File: config.mk
export PLATFORM = sky130hd
export DESIGN_NAME = sto_seq_flat
export DESIGN_NICKNAME = d
export VERILOG_FILES = /design/src/rtl/sto_pkg.sv /design/src/rtl/sto_seq_if.sv /design/src/rtl/sto_seq.sv /design/src/flat_wrapper.sv
export SDC_FILE = /design/constraint.sdc
export NUM_CORES = 1
export LEC_CHECK = 0
export CAP_MARGIN = 20
export CORE_MARGIN = 2
export CORE_UTILIZATION = 50
export DETAILED_ROUTE_END_ITERATION = 16
export PLACE_DENSITY = 0.77
export SLEW_MARGIN = 0
export SYNTH_ARGS = -nofsm -noshare
export SYNTH_HDL_FRONTEND = slang
export SYNTH_SLANG_ARGS = --single-unit
File: constraint.sdc
create_clock -name clk -period 3.1 [get_ports clk]
set_input_delay 0.465 -clock clk [delete_from_list [all_inputs] [get_ports clk]]
set_output_delay 0.465 -clock clk [all_outputs]
set_load 0.02 [all_outputs]
File: src/rtl/sto_pkg.sv
// sto_pkg: definitions shared by the sto load-stage blocks (sequencer, act and
// weight loaders).
//   sto_state_e      sequencer FSM state encoding
//   DEF_ACT_BEATS    activation beats delivered to the PE array per tile
//   DEF_DRAIN_CYC    systolic flush window after the stream, PE_ROWS+PE_COLS-1
//   DEF_TIMEOUT      maximum cycles spent waiting on a loader before giving up
package sto_pkg;

  typedef enum logic [2:0] {
    IDLE     = 3'd0,
    W_LOAD   = 3'd1,
    A_STREAM = 3'd2,
    DRAIN    = 3'd3,
    ERR      = 3'd4,
    FIN      = 3'd5
  } sto_state_e;

  localparam int DEF_ACT_BEATS = 64;
  localparam int DEF_DRAIN_CYC = 31;
  localparam int DEF_TIMEOUT   = 4096;

endpackage

File: src/rtl/sto_seq_if.sv
// sto_seq_if: host and loader handshake bundle of the sto tile sequencer.
//   Host side   : start, abort, num_tiles -> ; <- busy, done, tile_idx,
//                 err_timeout, err_beats
//   Loader side : <- weight_start, act_start ; weight_done, act_done,
//                 act_pe_valid ->
// Modports:
//   slave  - the sequencer itself
//   master - whoever drives the sequencer (host plus loaders, or a bench)
interface sto_seq_if #(
  parameter int TILE_W = 8
) ();

  logic              start;
  logic              abort;
  logic [TILE_W-1:0] num_tiles;
  logic              busy;
  logic              done;
  logic [TILE_W-1:0] tile_idx;
  logic              weight_start;
  logic              weight_done;
  logic              act_start;
  logic              act_done;
  logic              act_pe_valid;
  logic              err_timeout;
  logic              err_beats;

  modport slave (
    input  start, abort, num_tiles, weight_done, act_done, act_pe_valid,
    output busy, done, tile_idx, weight_start, act_start, err_timeout, err_beats
  );

  modport master (
    output start, abort, num_tiles, weight_done, act_done, act_pe_valid,
    input  busy, done, tile_idx, weight_start, act_start, err_timeout, err_beats
  );

endinterface

File: src/rtl/sto_seq.sv
// sto_seq: tile sequencer in front of the sto load stage.
// For each of num_tiles tiles: pulse weight_start, wait for weight_done, pulse
// act_start, count act_pe_valid beats until act_done, then hold DRAIN_CYC
// cycles so the systolic skew flushes. A watchdog bounds both loader waits.
// Ports:
//   clk    clock
//   rst_n  synchronous active-low reset
//   bus    sto_seq_if.slave (host controls/status and loader handshakes)
module sto_seq
  import sto_pkg::*;
#(
  parameter int TILE_W    = 8,
  parameter int ACT_BEATS = DEF_ACT_BEATS,
  parameter int BEAT_W    = 10,
  parameter int DRAIN_CYC = DEF_DRAIN_CYC,
  parameter int TIMEOUT   = DEF_TIMEOUT
) (
  input logic     clk,
  input logic     rst_n,
  sto_seq_if.slave bus
);

  // One counter serves as the watchdog in W_LOAD/A_STREAM and as the drain
  // timer in DRAIN, so it must hold the larger of the two limits.
  localparam int WAIT_MAX = (TIMEOUT > DRAIN_CYC) ? TIMEOUT : DRAIN_CYC;
  localparam int WAIT_W   = $clog2(WAIT_MAX + 1);
  localparam logic [BEAT_W-1:0] BEAT_MAX = {BEAT_W{1'b1}};

  sto_state_e        state_q, state_d;
  logic [TILE_W-1:0] tile_idx_q, tile_idx_d;
  logic [TILE_W-1:0] num_tiles_q, num_tiles_d;
  logic [BEAT_W-1:0] beat_cnt_q, beat_cnt_d;
  logic [WAIT_W-1:0] wait_cnt_q, wait_cnt_d;
  logic              err_timeout_q, err_timeout_d;
  logic              err_beats_q, err_beats_d;

  logic              first_cyc;
  logic [BEAT_W-1:0] beat_sum;

  // State register
  always_ff @(posedge clk) begin
    if (!rst_n) begin
      state_q       <= IDLE;
      tile_idx_q    <= '0;
      num_tiles_q   <= '0;
      beat_cnt_q    <= '0;
      wait_cnt_q    <= '0;
      err_timeout_q <= 1'b0;
      err_beats_q   <= 1'b0;
    end else begin
      state_q       <= state_d;
      tile_idx_q    <= tile_idx_d;
      num_tiles_q   <= num_tiles_d;
      beat_cnt_q    <= beat_cnt_d;
      wait_cnt_q    <= wait_cnt_d;
      err_timeout_q <= err_timeout_d;
      err_beats_q   <= err_beats_d;
    end
  end

  // Next-state logic
  always_comb begin
    state_d       = state_q;
    tile_idx_d    = tile_idx_q;
    num_tiles_d   = num_tiles_q;
    beat_cnt_d    = beat_cnt_q;
    wait_cnt_d    = wait_cnt_q + 1'b1;
    err_timeout_d = err_timeout_q;
    err_beats_d   = err_beats_q;

    // wait_cnt is zeroed on every entry to W_LOAD/A_STREAM/DRAIN, so zero marks
    // the first cycle of a state (start pulse cycle, done not yet honoured).
    first_cyc = (wait_cnt_q == '0);
    // The act_done cycle's own beat is part of the final count.
    beat_sum  = (beat_cnt_q == BEAT_MAX) ? beat_cnt_q
                                         : beat_cnt_q + BEAT_W'(bus.act_pe_valid);

    case (state_q)
      IDLE: begin
        wait_cnt_d = '0;
        if (bus.start) begin
          num_tiles_d   = bus.num_tiles;
          tile_idx_d    = '0;
          err_timeout_d = 1'b0;
          err_beats_d   = 1'b0;
          state_d       = (bus.num_tiles != '0) ? W_LOAD : FIN;
        end
      end
      W_LOAD: begin
        if (!first_cyc && bus.weight_done) begin
          state_d    = A_STREAM;
          wait_cnt_d = '0;
          beat_cnt_d = '0;
        end else if (wait_cnt_q == WAIT_W'(TIMEOUT - 1)) begin
          err_timeout_d = 1'b1;
          state_d       = ERR;
        end
      end
      A_STREAM: begin
        beat_cnt_d = beat_sum;
        if (!first_cyc && bus.act_done) begin
          state_d    = DRAIN;
          wait_cnt_d = '0;
          if (beat_sum != BEAT_W'(ACT_BEATS)) err_beats_d = 1'b1;
        end else if (wait_cnt_q == WAIT_W'(TIMEOUT - 1)) begin
          err_timeout_d = 1'b1;
          state_d       = ERR;
        end
      end
      DRAIN: begin
        if (wait_cnt_q == WAIT_W'(DRAIN_CYC - 1)) begin
          wait_cnt_d = '0;
          if (tile_idx_q == num_tiles_q - TILE_W'(1)) begin
            state_d = FIN;
          end else begin
            tile_idx_d = tile_idx_q + TILE_W'(1);
            state_d    = W_LOAD;
          end
        end
      end
      ERR: begin
        wait_cnt_d = '0;
        state_d    = FIN;
      end
      FIN: begin
        wait_cnt_d = '0;
        state_d    = IDLE;
      end
      default: begin
        wait_cnt_d = '0;
        state_d    = IDLE;
      end
    endcase

    // Abort overrides everything, including a start seen in IDLE; the sticky
    // error flags survive so the host can still inspect them.
    if (bus.abort) begin
      state_d       = IDLE;
      tile_idx_d    = tile_idx_q;
      num_tiles_d   = num_tiles_q;
      beat_cnt_d    = beat_cnt_q;
      wait_cnt_d    = '0;
      err_timeout_d = err_timeout_q;
      err_beats_d   = err_beats_q;
    end
  end

  // Outputs; the pulses are masked by abort so an aborted cycle emits nothing.
  always_comb begin
    bus.busy         = (state_q != IDLE);
    bus.done         = (state_q == FIN) && !bus.abort;
    bus.weight_start = (state_q == W_LOAD) && first_cyc && !bus.abort;
    bus.act_start    = (state_q == A_STREAM) && first_cyc && !bus.abort;
    bus.tile_idx     = tile_idx_q;
    bus.err_timeout  = err_timeout_q;
    bus.err_beats    = err_beats_q;
  end

endmodule

File: src/flat_wrapper.sv
// flat-port wrapper written by rule: the top's interface ports become plain ports
module sto_seq_flat import sto_pkg::*;
#(
  parameter int TILE_W    = 8,
  parameter int ACT_BEATS = DEF_ACT_BEATS,
  parameter int BEAT_W    = 10,
  parameter int DRAIN_CYC = DEF_DRAIN_CYC,
  parameter int TIMEOUT   = DEF_TIMEOUT
)
  (clk, rst_n, bus_start, bus_abort, bus_num_tiles, bus_weight_done, bus_act_done, bus_act_pe_valid, bus_busy, bus_done, bus_tile_idx, bus_weight_start, bus_act_start, bus_err_timeout, bus_err_beats);
  sto_seq_if #(.TILE_W(TILE_W)) bus_i ();
  input logic clk;
  input logic rst_n;
  input wire logic [$bits(bus_i.start)-1:0] bus_start;
  input wire logic [$bits(bus_i.abort)-1:0] bus_abort;
  input wire logic [$bits(bus_i.num_tiles)-1:0] bus_num_tiles;
  input wire logic [$bits(bus_i.weight_done)-1:0] bus_weight_done;
  input wire logic [$bits(bus_i.act_done)-1:0] bus_act_done;
  input wire logic [$bits(bus_i.act_pe_valid)-1:0] bus_act_pe_valid;
  output wire logic [$bits(bus_i.busy)-1:0] bus_busy;
  output wire logic [$bits(bus_i.done)-1:0] bus_done;
  output wire logic [$bits(bus_i.tile_idx)-1:0] bus_tile_idx;
  output wire logic [$bits(bus_i.weight_start)-1:0] bus_weight_start;
  output wire logic [$bits(bus_i.act_start)-1:0] bus_act_start;
  output wire logic [$bits(bus_i.err_timeout)-1:0] bus_err_timeout;
  output wire logic [$bits(bus_i.err_beats)-1:0] bus_err_beats;
  assign bus_i.start = bus_start;
  assign bus_i.abort = bus_abort;
  assign bus_i.num_tiles = bus_num_tiles;
  assign bus_i.weight_done = bus_weight_done;
  assign bus_i.act_done = bus_act_done;
  assign bus_i.act_pe_valid = bus_act_pe_valid;
  assign bus_busy = bus_i.busy;
  assign bus_done = bus_i.done;
  assign bus_tile_idx = bus_i.tile_idx;
  assign bus_weight_start = bus_i.weight_start;
  assign bus_act_start = bus_i.act_start;
  assign bus_err_timeout = bus_i.err_timeout;
  assign bus_err_beats = bus_i.err_beats;
  sto_seq #(.TILE_W(TILE_W), .ACT_BEATS(ACT_BEATS), .BEAT_W(BEAT_W), .DRAIN_CYC(DRAIN_CYC), .TIMEOUT(TIMEOUT)) u_core (.clk(clk), .rst_n(rst_n), .bus(bus_i));
endmodule
* Yosys cells after proc, flatten, opt, wreduce, memory -nomap -nowiden
Index checks and enable logic that the tools add are counted.
W data, S select, Z words.
** Storage, ports and cells
- Input port bits :: 15
- Register bits :: 44
- Logic and storage cells :: 82
- Output and inout port bits :: 14
** Operators by class
- Equality and inequality tests :: 18
- Muxes and demuxes :: 27
- Bitwise operators :: 2
- Reduce and logical (&&, ||, !) cells :: 24
- Add/sub/neg operators :: 4
** Operators with widths (count)
- $mux W13 :: 3
- $pmux W13 S3 :: 1
- $mux W8 :: 3
- $mux W3 :: 7
- $mux W10 :: 2
- $pmux W10 S2 :: 1
- $pmux W8 S2 :: 1
- $pmux W3 S5 :: 1
- $reduce_and A5 Y1 :: 3
- $add A13 B1 Y13 const B :: 1
- $eq A13 B12 Y1 const B :: 1
- $eq A13 B5 Y1 const B :: 1
- $logic_not A13 Y1 :: 1
- $add A10 B1 Y10 :: 1
- $eq A10 B10 Y1 const B :: 1
- $ne A10 B7 Y1 const B :: 1
- $add A8 B1 Y8 const B :: 1
- $eq A8 B8 Y1 :: 1
- $ne A2 B1 Y1 const B :: 4
- $ne A2 B2 Y1 const B :: 4
- $reduce_bool A8 Y1 :: 1
- $sub A8 B1 Y8 const B :: 1
- $logic_and A1 B1 Y1 :: 7
- $eq A3 B2 Y1 const B :: 2
- other kinds (13) :: 25

* Depth between registers and ports, before layout
Gate-level depths: netlist of run 1.
- Depth after elaboration :: 6
- Gate-level depth with buffers :: 9
- Gate-level depth less buffers :: 8

* Least setup slack after synthesis of run 1
No wires, ideal clock.
- Path kind :: register to register
- Start point :: register u_core.tile_idx_q[5] (netlist: u_core.bus.tile_idx[5])
- End point :: register u_core.tile_idx_q[0] (netlist: u_core.bus.tile_idx[0])
- Cell stages (with the launch flop) :: 9
- Slack :: 0.716 ns
- Arrival :: 2.265 ns
- Buffers on the path :: 2
- Setup time :: 0.120 ns
- Period minus slack after synthesis :: 2.384 ns
- Required time :: 2.980 ns
- Path through :: dfxtp_1 > clkbuf_1 > or3b_2 > nor4_1 > nor4_2 > o311ai_1 > buf_2 > xor2_1 > nor2_1
** Between the ends
- Word-level cells in the longest chain between the ends :: 3
** RTL lines
- start: declaration :: RTL line sto_seq.sv:30 : logic [TILE_W-1:0] tile_idx_q, tile_idx_d;
- start signal: assignment :: RTL line sto_seq.sv:52 : tile_idx_q <= tile_idx_d;
- $eq A8 B8 Y1 :: RTL line sto_seq.sv:113 : if (tile_idx_q == num_tiles_q - TILE_W'(1)) begin
- $ne A2 B2 Y1 (no source line)
- $reduce_and A5 Y1 (no source line)
Every way passes these cells.
A chain may end at the register's enable or synchronous reset.

* Worst setup path in the final report of run 1
- Start point :: register u_core.wait_cnt_q[0]
- End point :: output bus_weight_start
** Between the ends
- Word-level cells in the longest chain between the ends :: 3
** RTL lines
- start: declaration :: RTL line sto_seq.sv:33 : logic [WAIT_W-1:0] wait_cnt_q, wait_cnt_d;
- start signal: assignment :: RTL line sto_seq.sv:55 : wait_cnt_q <= wait_cnt_d;
- $logic_not A13 Y1 :: RTL line sto_seq.sv:73 : first_cyc = (wait_cnt_q == '0);
- $logic_and A1 B1 Y1 (2 in series) :: RTL line sto_seq.sv:152 : bus.weight_start = (state_q == W_LOAD) && first_cyc && !bus.abort;
- end: declaration :: RTL line flat_wrapper.sv:23 : output wire logic [$bits(bus_i.weight_start)-1:0] bus_weight_start;
Every way passes these cells.

==> impl_metrics.yaml, run 1 <==
power:
  p_sw_uw: 278
  p_sw_share_pct: 25.9
  powerDensity_nw_per_um2: 351
  leakagePower_uw: 0.00109
  seq_power_share_pct: 54.5
  p_clk_share_pct: 34.3
  comb_power_share_pct: 11.2
  ir_drop_mv: 0.281
  p_int_uw: 796
sta:
  min_period_ns: 2.92
  fin_tns_setup_ns: 0
  max-slew-margin-rel_pct: 50.7
  setup_violations: 0
  skew_ns: 0.00520
  hold_viol_final: 0
  tightest_slew_ns: 0.721
  rsz0062_at_grt: "no"
  post-route-period-util_pct: 94.1
  fmax_mhz: 343
  slew_violations: 0
setup_path:
  cp_slowest_cell: "clkdlybuf4s50_1"
  timing.rr.start: "u_core.num_tiles_q[0]$_SDFFE_PN0P_"
  cp_max_fo: 6
  cp.required_ns: 2.63
  setup.worst_path.start: "u_core.wait_cnt_q[0]$_SDFF_PP0_"
  max_stage_delay_ns: 0.67
  crit_type: "reg2out"
  end_kind: "primary output"
  critPathArrivalTime_ns: 2.45
  cp-start-kind: "flip-flop"
  path_cells: "inv_1, ha_1, nor4b_1, nand3_1, nor4_1, clkdlybuf4s50_1"
routing:
  first_iter_violations: 137
  wl_per_cell_um: 14.0
  viasPerCell: 5.86
  dr_total_vias: 2471
  drc: 0
  firstDrtPassIters: 5
  wl_um: 5910
  ant_nets: 0
synth:
  ys_types: 52
  ys.flop_type: "dfxtp_1"
  synth_mux_area_share_pct: 3.43
  synth_edf_count: 0
  synth_fp_nets: 350
  synth_most_common_cell: "dfxtp_1"
  synth-simple-area-share_pct: 31.9
  synth_top_family_by_area: "simple AND/OR/NAND/NOR gates"
  ys_top_cells_by_count: "dfxtp_1, nor2_1, nand2_1, nand3_1, clkbuf_1"
  synth_compound_area_share_pct: 17.2
  async_reset_ff_share_pct: 0
  seq_area_frac_synth_pct: 33.6
  yosys.area_share.adder_pct: 3.34
  yosysTopAreaCell: "dfxtp_1"
  synthTopCellsByArea: "dfxtp_1, nor2_1, xnor2_1"
  ys_ff_latch: 44
  synthCells: 328
  synth_top_area_share_pct: 33.6
  syn_avg_cell_area_um2: 8.00
  yosys.area_share.xor_xnor_pct: 7.01
  netlist_area_um2: 2620
  synth_warnings: 0
clock_tree:
  clockRootBuffer: "clkbuf_8"
  cts_buffers: 5
  cts_sinks: 44
  cts_resized: 0
  h-tree-depth: 2
  post_cts.repair.setup_buffers: 0
  clkTransAtPathRegs_ns: 0.09
  insertion_delay_ns: 0.30
  cts_buffer_depth: 2
  cts_hold_buf: 0
  cts_tree: "done"
placed_design:
  dp_hpwl_um: 4300
  gp_congestion: 0.910
  port_buffers: 28
die:
  io_pins: 29
  start_util_pct: 51.7
  die_w_um: 76.4
  core_um2: 5070
  dieArea_um2: 5840
  rows: 26
  die_h_um: 76.4
cells_and_area:
  diodes: 0
  areaGrowthSynthToFinish_pct: 16.5
  seq_area_um2: 881
  final.fill_count: 483
  multiInputGateArea_um2: 1650
  drive_gt1_share_pct: 5.11
  postLayoutCoreUtil_pct: 60.2
  final_nets: 373
global_route:
  use_met2_pct: 35.0
  gr-usage-all-layers_pct: 20.9
  gr-max-usage-layer: "met2"
  antenna_found_initial: 0
  grt_pass1_wl_um: 10200
  grt-ovfl-total: 0
  use_met3_pct: 3.67
  gr-usage-met1_pct: 27.2
  grt_pass1_vias: 2273
  grt_max_degree: 17
min_path:
  min_from: "u_core.bus.err_beats$_SDFFE_PN0P_"
  hold_class: "reg2reg"
flow_run:
  maxCapViolations: 0
status:
  status: "finished clean"
[power groups by stage]
stage | Combinational (µW) | Sequential (µW) | Clock (µW)
floorplan | 75.9 | 596 | 0
global placement | 117 | 598 | 0
detailed placement | 120 | 599 | 0
CTS | 120 | 585 | 382
global route | 132 | 587 | 399
finish | 120 | 586 | 368
[sequential cells by signal, indices dropped and copies added (netlist names)]
signal	flops
u_core.beat_cnt_q	10
u_core.bus.err_beats	1
u_core.bus.err_timeout	1
u_core.bus.tile_idx	8
u_core.num_tiles_q	8
u_core.state_q	3
u_core.wait_cnt_q	13
[worst max-delay path, delay by kind of cell (launching register included)]
| kind | cells | cell delay (ns) |
|---|---|---|
| flops | 1 | 0.36 |
| fa+ha+maj | 1 | 0.14 |
| simple gates | 3 | 0.88 |
| buf+inv | 2 | 0.76 |
[kinds of logic (layout without fill, tap and decap cells)]
group                      count (synthesis)  after routing
and+or+nand+nor                          158            158
DFF                                       44             44
adders and majority gates                  7              7
xor gates and xnor gates                  21             21
AOI/OAI and AO/OA                         64             64
buffers and inverters                     25             49
muxes                                      9              9
[metal layers]
metal	routed length, µm	up-vias	part of all wire (%)
li1	-	1242	-
met1	2800	1161	47
met2	2820	62	48
met3	234	6	4.0
met4	57	0	0.96
met5	0	-	0
[worst paths after layout]
kind,depth (start not counted),slack [ns],end
max,6,0.18,bus_weight_start
min reg2reg,2,0.48,u_core.bus.err_beats$_SDFFE_PN0P_
min,2,0.48,u_core.bus.err_beats$_SDFFE_PN0P_
max reg2reg,9,0.55,u_core.bus.tile_idx[7]$_SDFFE_PN0P_
[final cells by class]
cell class,count,share of cell area (%)
inverter,8,0.982
sequential,44,28.8
clock buffer,5,2.25
timing repair buffer,33,10.4
clock inverter,3,0.778
tap,70,2.87
multi-input combinational,259,53.9
[layout by cell type, fill, tap and decap left out, types with 4 or more instances in the layout]
cell	count
a21boi_0	4
nor4_1	10
xor2_1	10
and3_1	6
buf_4	5
nor3b_1	4
ha_1	7
inv_1	8
a21oi_1	13
nand4_1	7
nor3_1	8
nand3_1	19
nand2b_1	7
nor2_1	39
a31oi_1	6
xnor2_1	11
nand2_1	23
dfxtp_1	44
or3_1	5
and2_1	5
o21ai_0	9
mux2i_1	9
nand3b_1	4
nor2b_1	11
clkbuf_8	5
clkdlybuf4s50_1	28
o211ai_1	4
[per-stage QoR]
stage	instance area, µm²	instances	hold slack [ns]	power (µW)	worst slack, ns
floorplan	2620	328	0.441	672	0.716
global placement	2960	414	0.461	715	0.436
detailed placement	2960	414	0.460	718	0.430
CTS	3060	422	0.490	1090	0.173
global route	3060	422	0.506	1120	0.0397
finish	3060	422	0.485	1070	0.182
No activity file was read; power rests on OpenSTA's default activity.
==> inputs of run 2 (changes only) <==
--- a/config.mk
+++ b/config.mk
@@ -6,6 +6,7 @@
 export NUM_CORES = 1
 export LEC_CHECK = 0
 export CAP_MARGIN = 20
+export CORE_ASPECT_RATIO = 1.5
 export CORE_MARGIN = 2
 export CORE_UTILIZATION = 50
 export DETAILED_ROUTE_END_ITERATION = 16
==> impl_metrics.yaml, run 2 (same netlist as run 1, synthesis figures left out) <==
status:
  status: "finished clean"
global_route:
  grt_pass1_vias: 2309
  grt-ovfl-total: 0
  grt_max_degree: 17
  antenna_found_initial: 0
  grt_pass1_wl_um: 9780
  gr-usage-all-layers_pct: 20.8
clock_tree:
  h-tree-depth: 2
  insertion_delay_ns: 0.30
  cts_resized: 0
  post_cts.repair.setup_buffers: 0
  cts_sinks: 44
  cts_tree: "done"
  clkTransAtPathRegs_ns: 0.08
  clockRootBuffer: "clkbuf_8"
  cts_buffer_depth: 2
  cts_hold_buf: 0
  cts_buffers: 5
setup_path:
  rr_worst_depth: 7
  regToRegEndpoint: "u_core.bus.tile_idx[7]$_SDFFE_PN0P_"
  max_stage_delay_ns: 0.65
  reg2reg_slack_ns: 0.49
  cp.required_ns: 2.63
  path_cells: "inv_1, ha_1, nor4b_1, nand3_1, nor4_1, clkdlybuf4s50_1"
  cp_max_fo: 6
  end_kind: "primary output"
  setup.worst_path.start: "u_core.wait_cnt_q[0]$_SDFF_PP0_"
  cp-start-kind: "flip-flop"
  crit_type: "reg2out"
  critPathArrivalTime_ns: 2.26
  timing.rr.start: "u_core.num_tiles_q[0]$_SDFFE_PN0P_"
  cp_slowest_cell: "clkdlybuf4s50_1"
  endpoint: "bus_weight_start"
cells_and_area:
  final_nets: 373
  top_regs: "u_core.wait_cnt_q: 13 flops, u_core.beat_cnt_q: 10 flops"
  final_common_cell: "dfxtp_1"
  largest_reg_flops: 13
  diodes: 0
  final.fill_count: 483
  areaGrowthSynthToFinish_pct: 16.2
  drive_gt1_share_pct: 5.11
  final_cell_mix: "dfxtp_1, nor2_1, clkdlybuf4s50_1"
  top_register: "u_core.wait_cnt_q"
  postLayoutCoreUtil_pct: 60.0
placed_design:
  port_buffers: 28
  gp_congestion: 0.921
  dp_hpwl_um: 4580
sta:
  setup_violations: 0
  min_period_ns: 2.72
  slew_violations: 0
  post-route-period-util_pct: 87.8
  max-slew-margin-rel_pct: 56.9
  fin_tns_setup_ns: 0
  hold_viol_final: 0
  fmax_mhz: 367
  tightest_slew_ns: 0.630
  rsz0062_at_grt: "no"
  skew_ns: 0.00689
die:
  dieArea_um2: 5850
  die_w_um: 63.1
  die_h_um: 92.7
  io_pins: 29
  rows: 32
  start_util_pct: 51.6
  core_um2: 5080
flow_run:
  maxCapViolations: 0
routing:
  wl_per_cell_um: 14.1
  firstDrtPassIters: 4
  drc: 0
  viasPerCell: 5.90
  wl_um: 5930
  first_iter_violations: 163
  dr_total_vias: 2479
  ant_nets: 0
power:
  powerDensity_nw_per_um2: 348
  p_total_uw: 1060
  leakagePower_uw: 0.00110
  ir_drop_mv: 0.228
min_path:
  hold_class: "reg2reg"
[run 2: cell count changes in the layout (fill, tap and decap cells not counted)]
cell        change
clkinv_2        +2
clkinvlp_4      -2
[run 2: how the worst min path moves through the flow]
stage / cells after the start / end / startpoint
final: 2 / u_core.bus.err_beats$_SDFFE_PN0P_ / u_core.bus.err_beats$_SDFFE_PN0P_
after global routing: 2 / u_core.bus.err_beats$_SDFFE_PN0P_ / u_core.bus.err_beats$_SDFFE_PN0P_
after CTS: 2 / u_core.bus.err_beats$_SDFFE_PN0P_ / u_core.bus.err_beats$_SDFFE_PN0P_
after detailed placement: 2 / u_core.bus.err_beats$_SDFFE_PN0P_ / u_core.bus.err_beats$_SDFFE_PN0P_
after global placement: 1 / u_core.wait_cnt_q[0]$_SDFF_PP0_ / u_core.wait_cnt_q[0]$_SDFF_PP0_
after floorplan: 1 / u_core.wait_cnt_q[0]$_SDFF_PP0_ / u_core.wait_cnt_q[0]$_SDFF_PP0_
[run 2: power by group]
group	switching, µW	total (µW)	internal, µW
Sequential	12.7	585	572
Clock	199	356	157
Combinational	56.6	119	62.3
Total	268	1060	792
[run 2: critical path, delay by kind of cell, from the launching register on]
kind	cells	cell delay (ns)
buffers and inverters	2	0.74
adder cells (fa/ha/maj)	1	0.14
flip-flops	1	0.35
AND/OR/NAND/NOR	3	0.74
[run 2: cell type report]
class,count,area (µm²),area share [%]
sequential,44,881,28.9
tap,68,85.1,2.79
multi-input combinational,259,1650,54.0
clock buffer,5,68.8,2.26
inverter,8,30.0,0.985
timing repair buffer,33,318,10.4
clock inverter,3,18.8,0.616
[run 2: routing by layer]
| metal | track usage [%] | wire [µm] |
|---|---|---|
| met1 | 21.5 | 2450 |
| met2 | 39.9 | 3200 |
| met3 | 2.67 | 128 |
| met4 | 10.6 | 144 |
| met5 | 0 | 0 |
[run 2: stage by stage]
step | hold slack (ns) | worst slack, ns | area (µm²) | cells
after floorplan | 0.441 | 0.716 | 2620 | 328
after global placement | 0.462 | 0.439 | 2960 | 412
after detailed placement | 0.469 | 0.419 | 2960 | 412
after CTS | 0.489 | 0.339 | 3050 | 420
after global routing | 0.503 | 0.209 | 3050 | 420
final | 0.482 | 0.377 | 3050 | 420
